===== config.mk =====
export PLATFORM = sky130hd
export DESIGN_NAME = div_seq_ctrl
export DESIGN_NICKNAME = d
export VERILOG_FILES = /design/src/rtl/div_seq_ctrl.sv
export SDC_FILE = /design/constraint.sdc
export NUM_CORES = 1
export LEC_CHECK = 0
export CORE_MARGIN = 3
export CORE_UTILIZATION = 47
export CTS_CLUSTER_DIAMETER = 30
export DETAILED_ROUTE_END_ITERATION = 7
export PLACE_DENSITY = 0.72
export SYNTH_ARGS = -nofsm -noshare
export SYNTH_HDL_FRONTEND = slang
export SYNTH_SLANG_ARGS = --single-unit

===== constraint.sdc =====
create_clock -name clock -period 10.6 [get_ports clock]
set_clock_uncertainty 0.05 [all_clocks]
set_input_delay 2.12 -clock clock [delete_from_list [all_inputs] [get_ports clock]]
set_output_delay 2.12 -clock clock [all_outputs]
set_load 0.005 [all_outputs]

===== src/rtl/div_seq_ctrl.sv =====
// Sequential signed non-restoring divider: one quotient bit per clock, result packed as {remainder, quotient}.
// Optional feature: define DIV_ZERO_DETECT_EN to short-circuit divide-by-zero and raise dz.
module div_seq_ctrl #(
  parameter int WIDTH = 32
) (
  input  logic                 clock,
  input  logic                 clear,
  input  logic                 start,
  input  logic [WIDTH-1:0]     A,
  input  logic [WIDTH-1:0]     B,
  output logic                 busy,
  output logic                 done,
  output logic                 dz,
  output logic [2*WIDTH-1:0]   Z
);

  localparam int CNT_W = $clog2(WIDTH);

  typedef enum logic [2:0] {
    S_IDLE,
    S_PREP,
    S_ITER,
    S_FIX,
    S_SIGN
  } state_t;

  state_t                  state_q;
  logic [WIDTH-1:0]        a_q;
  logic [WIDTH-1:0]        b_q;
  logic                    sa_q;
  logic                    sb_q;
  logic [WIDTH-1:0]        q_q;
  logic signed [WIDTH:0]   p_q;
  logic signed [WIDTH:0]   m_q;
  logic [CNT_W-1:0]        cnt_q;
  logic                    busy_q;
  logic                    done_q;
  logic [2*WIDTH-1:0]      z_q;

  logic signed [WIDTH:0]   p_sh_d;
  logic signed [WIDTH:0]   p_step_d;
  logic signed [WIDTH:0]   r_fin_d;
  logic [WIDTH-1:0]        q_fin_d;

  // Unsigned magnitude; the most negative value maps to 2^(WIDTH-1).
  function automatic logic [WIDTH-1:0] mag(input logic [WIDTH-1:0] v);
    return v[WIDTH-1] ? (-v) : v;
  endfunction

  always_comb begin
    p_sh_d   = {p_q[WIDTH-1:0], q_q[WIDTH-1]};
    p_step_d = p_q[WIDTH] ? (p_sh_d + m_q) : (p_sh_d - m_q);
    r_fin_d  = sa_q ? (-p_q) : p_q;
    q_fin_d  = (sa_q ^ sb_q) ? (-q_q) : q_q;
  end

`ifdef DIV_ZERO_DETECT_EN
  logic dz_pend_q;
  logic dz_q;
  assign dz = dz_q;
`else
  assign dz = 1'b0;
`endif

  always_ff @(posedge clock or negedge clear) begin
    if (!clear) begin
      state_q   <= S_IDLE;
      a_q       <= '0;
      b_q       <= '0;
      sa_q      <= 1'b0;
      sb_q      <= 1'b0;
      q_q       <= '0;
      p_q       <= '0;
      m_q       <= '0;
      cnt_q     <= '0;
      busy_q    <= 1'b0;
      done_q    <= 1'b0;
      z_q       <= '0;
`ifdef DIV_ZERO_DETECT_EN
      dz_pend_q <= 1'b0;
      dz_q      <= 1'b0;
`endif
    end else begin
      done_q <= 1'b0;
      case (state_q)
        S_IDLE: begin
          if (start) begin
            a_q     <= A;
            b_q     <= B;
            sa_q    <= A[WIDTH-1];
            sb_q    <= B[WIDTH-1];
            busy_q  <= 1'b1;
            state_q <= S_PREP;
          end
        end
        S_PREP: begin
          q_q     <= mag(a_q);
          m_q     <= {1'b0, mag(b_q)};
          p_q     <= '0;
          cnt_q   <= '0;
          state_q <= S_ITER;
`ifdef DIV_ZERO_DETECT_EN
          dz_pend_q <= (b_q == '0);
          // Zero divisor: skip straight to the sign step with the values a full run would produce.
          if (b_q == '0) begin
            q_q     <= '1;
            p_q     <= {1'b0, mag(a_q)};
            state_q <= S_SIGN;
          end
`endif
        end
        S_ITER: begin
          p_q   <= p_step_d;
          q_q   <= {q_q[WIDTH-2:0], ~p_step_d[WIDTH]};
          cnt_q <= cnt_q + CNT_W'(1);
          if (cnt_q == CNT_W'(WIDTH - 1)) begin
            state_q <= S_FIX;
          end
        end
        S_FIX: begin
          if (p_q[WIDTH]) begin
            p_q <= p_q + m_q;
          end
          state_q <= S_SIGN;
        end
        S_SIGN: begin
          z_q     <= {r_fin_d[WIDTH-1:0], q_fin_d};
          done_q  <= 1'b1;
          busy_q  <= 1'b0;
          state_q <= S_IDLE;
`ifdef DIV_ZERO_DETECT_EN
          dz_q    <= dz_pend_q;
`endif
        end
        default: begin
          state_q <= S_IDLE;
          busy_q  <= 1'b0;
        end
      endcase
    end
  end

  assign busy = busy_q;
  assign done = done_q;
  assign Z    = z_q;

endmodule


==> metrics.txt <==
status=finished, final reports clean; CTS Root Cell=clkbuf_16; vias in the first global route=12.64k; Worst Path Required=10.99 ns; CTS max path bufs=3; main combinational cell family by area after synthesis=compound AO/OA/AOI/OAI gates; die height=185.0 um; fill count=2,649; placed inst area=between 0.015 and 0.02 mm2; worst path bufs/invs=0; Initial Utilization=48.49%; CP max FO=7; Cells after Synth=approximately 1.6k; synthesis-to-layout area growth=23.56%; CTS Sinks=235; pin slew with the least headroom to its limit=1.195 ns; max cap viols=0; post-place setup slack=approximately 5.8 ns; Hold Crit Start=Z[32]; Post-DP HPWL=27,760 um; post-route cell area=0.01862 mm2; global-route wire length before repair=~64,000 um; Startpoint Class=flip-flop; n_diodes=0; Worst IR Drop VDD=0.1788 mV; Worst path slowest cell=or4_1; post-route minimum period=4.832 ns; CP delay by family, top=compound AO/OA/AOI/OAI gates; Post-synth EDFFs=0; Seq cells post-synth=235; post-CTS resize count=0; # port buffers=around 130; CORE AREA=a little over 0.03 mm2; vias=around 13k; Synth Area in Compound Gates=21.16%; I/O pin count=134; FMAX=207.0 MHz; Leak=8.186 nW; syn_area_per_cell=9.187 um2; arrival time worst endpoint=roughly 5.2 ns; WL/cell=17.54 um; max incr delay on CP=0.57 ns; DRC Markers=0; worst path cell trace=or4_1 > nor4b_2 > a31oi_1 > xor2_1 > ha_1 > a21o_1 > a31o_1 > a221oi_1 > a21oi_1 > o41ai_2 > nand2b_1 > a311o_1 > xnor2_1 > mux2_2; GRT Total Usage=a little under a quarter; Worst R2R Start=m_q[3]; Syn Nets=1,780; synthesized-area fraction occupied by adder cells=6.162%; Final TNS setup=0 ns; mux contribution to synthesized area=5.306%; worst skew pair latency=approximately 0.56 ns; Distinct cells, synth=75; Nets=1,907; Post-CTS Hold Buffers=0; Initial DRC Count=a little over 1k; Final Hold Vio Count=0; final wirelength=38,670 um; hold endpoint=Z[32]; max-slew violation count=0; Die Area=0.03424 mm2; FP Rows=64; CTS tree=yes; setup slack, reg-to-reg=5.77 ns; critical path class=flip-flop to flip-flop; RR Endpoint=q_q[0]; vias per cell=5.771; hold depth=2; Critical Path End Type=flip-flop; gpl congestion=0.9724; H-Tree Depth=2; FF+latch area=0.005882 mm2; Post-Syn Area=0.01507 mm2; YS warnings=0; Final Cycle Share=45.58%; setup slack after layout=between 5 and 6 ns; global route overflow=0; simple-gate area share of the yosys netlist=14.00%; # setup viols final=0; pin count of the biggest net entering global routing=128; Pwr per Cell Area=402.7 mW/mm2; Seq/Total Area, Yosys=between 30% and 40%; RSZ-0062 raised after global routing=no; layout cells sized above 1=a little over a tenth; asr flop ratio synth=100.0%; area of the multi-input gates=between 0.008 and 0.009 mm2; clock-pin slew on the worst setup and hold paths=0.04 ns; DR pass1 iterations=6; die width=185.0 um; Slew HR=20.32%; initial antenna violation count=0; Routed Antenna Nets=0; top_reg_cell synth=dfrtp_1; worst hold path type=flip-flop to flip-flop; Post-Synth XOR/XNOR Area=between 10% and 20%; Reg2Reg Depth=14; postcts setup bufs=0; Num CTS Buffers=51
## layer usage
metal / track usage (%) / share of wire (%) / vias up
li1: - / - / 6230
met1: 32.08 / 46 / 6081
met3: 3.849 / 6.4 / 62
met5: 0 / 0 / -
met4: 5.612 / 1.7 / 0
met2: 36.74 / 46 / 351
## area by class of cell
type                       count  area share (%)
multi-input combinational   1298           47.34
sequential                   235           31.59
clock buffer                  70           8.052
timing repair buffer         147           7.729
tap                          396           2.661
clock inverter                25           1.936
inverter                      34          0.6855
## cells in the mapped netlist (12+ instances only)
| master | instances | area share, % |
|---|---|---|
| nor2_1 | 80 | 2.0 |
| nor4_1 | 20 | 0.83 |
| or4_1 | 12 | 0.60 |
| xor2_1 | 152 | 8.8 |
| xnor2_1 | 48 | 2.8 |
| a31oi_1 | 18 | 0.75 |
| a21oi_1 | 80 | 2.7 |
| nand2_1 | 190 | 4.7 |
| o21ai_0 | 203 | 6.7 |
| inv_1 | 34 | 0.85 |
| nand2b_1 | 12 | 0.50 |
| nor3_1 | 27 | 0.90 |
| o31ai_1 | 37 | 1.8 |
| nand4_1 | 13 | 0.54 |
| a22oi_1 | 48 | 2.4 |
| mux2_2 | 63 | 4.7 |
| or3_1 | 15 | 0.62 |
| a21o_1 | 33 | 1.6 |
| o41ai_1 | 16 | 0.93 |
| ha_1 | 71 | 5.9 |
| clkbuf_1 | 68 | 1.7 |
| dfrtp_1 | 235 | 39 |
## cells in the final DEF (no fill, tap or decap), drive strengths merged, types with 10 or more instances in the layout
cell	synthesis	final
a22oi	48	48
clkdlybuf4s50	0	131
dfrtp	235	235
clkinv	0	12
ha	71	71
or4	13	13
nand4	13	13
a21oi	80	80
xnor2	48	48
inv	34	35
a31oi	18	18
nor3	27	27
nand3b	10	10
nor2	81	81
xor2	152	152
mux2	63	63
o21ai	214	214
nand3	12	12
clkbuf	68	70
o31ai	38	38
o41ai	17	17
nor4	21	21
buf	5	16
or3	16	16
nand2	190	190
nand2b	12	12
a21o	33	33
## registers in the layout, summed over array words and instances (netlist names)
name and count:
state_q 3, b_q 32, a_q 32, q_q 32, Z 64, done 1, m_q 32, p_q 33
cnt_q 5, busy 1
## worst max path at each step
stage | start | endpoint | slack, ns | cells past startpoint
finish | m_q[3] | q_q[0] | 5.77 | 14
global route | m_q[3] | p_q[28] | 5.34 | 18
CTS | m_q[3] | q_q[0] | 5.80 | 17
detailed placement | m_q[3] | q_q[0] | 5.81 | 17
global placement | m_q[3] | q_q[0] | 5.91 | 17
floorplan | m_q[3] | q_q[0] | 6.34 | 18
## stage by stage
| step | utilization, % | hold slack (ns) | std cells | total power [W] |
|---|---|---|---|---|
| 2_1_floorplan | - | 0.3994 | 1640 | 0.004652 |
| 3_3_place_gp | 53.93 | 0.4118 | 2110 | 0.005705 |
| 6_report | 59.92 | 0.4241 | 2205 | 0.007497 |
| 3_5_place_dp | 53.93 | 0.4193 | 2110 | 0.005787 |
| 5_1_grt | 59.92 | 0.4449 | 2205 | 0.008129 |
| 4_1_cts | 59.92 | 0.4293 | 2205 | 0.007505 |
## tightest hold or removal path, cell delays in order, from the launching register on
cell	delay [ns]
dfrtp_1	0.33
nand2_1	0.05
o21ai_0	0.06
## report_power, final
part | switching (W) | internal [W] | leakage [nW]
registers | 0.000570 | 0.00132 | 2.92
logic | 0.00217 | 0.00177 | 4.36
clock network | 0.000509 | 0.00115 | 0.904
total | 0.00325 | 0.00425 | 8.19
## cells by family (layout without fill, tap and decap cells)
family,Yosys count,after routing
and+or+nand+nor,439,439
AOI/OAI and AO/OA,513,513
other,1,1
buffers and inverters,107,276
muxes,72,72
xor gates and xnor gates,200,200
DFF,235,235
adders and majority gates,73,73
No activity file was read; power rests on OpenSTA's default activity.
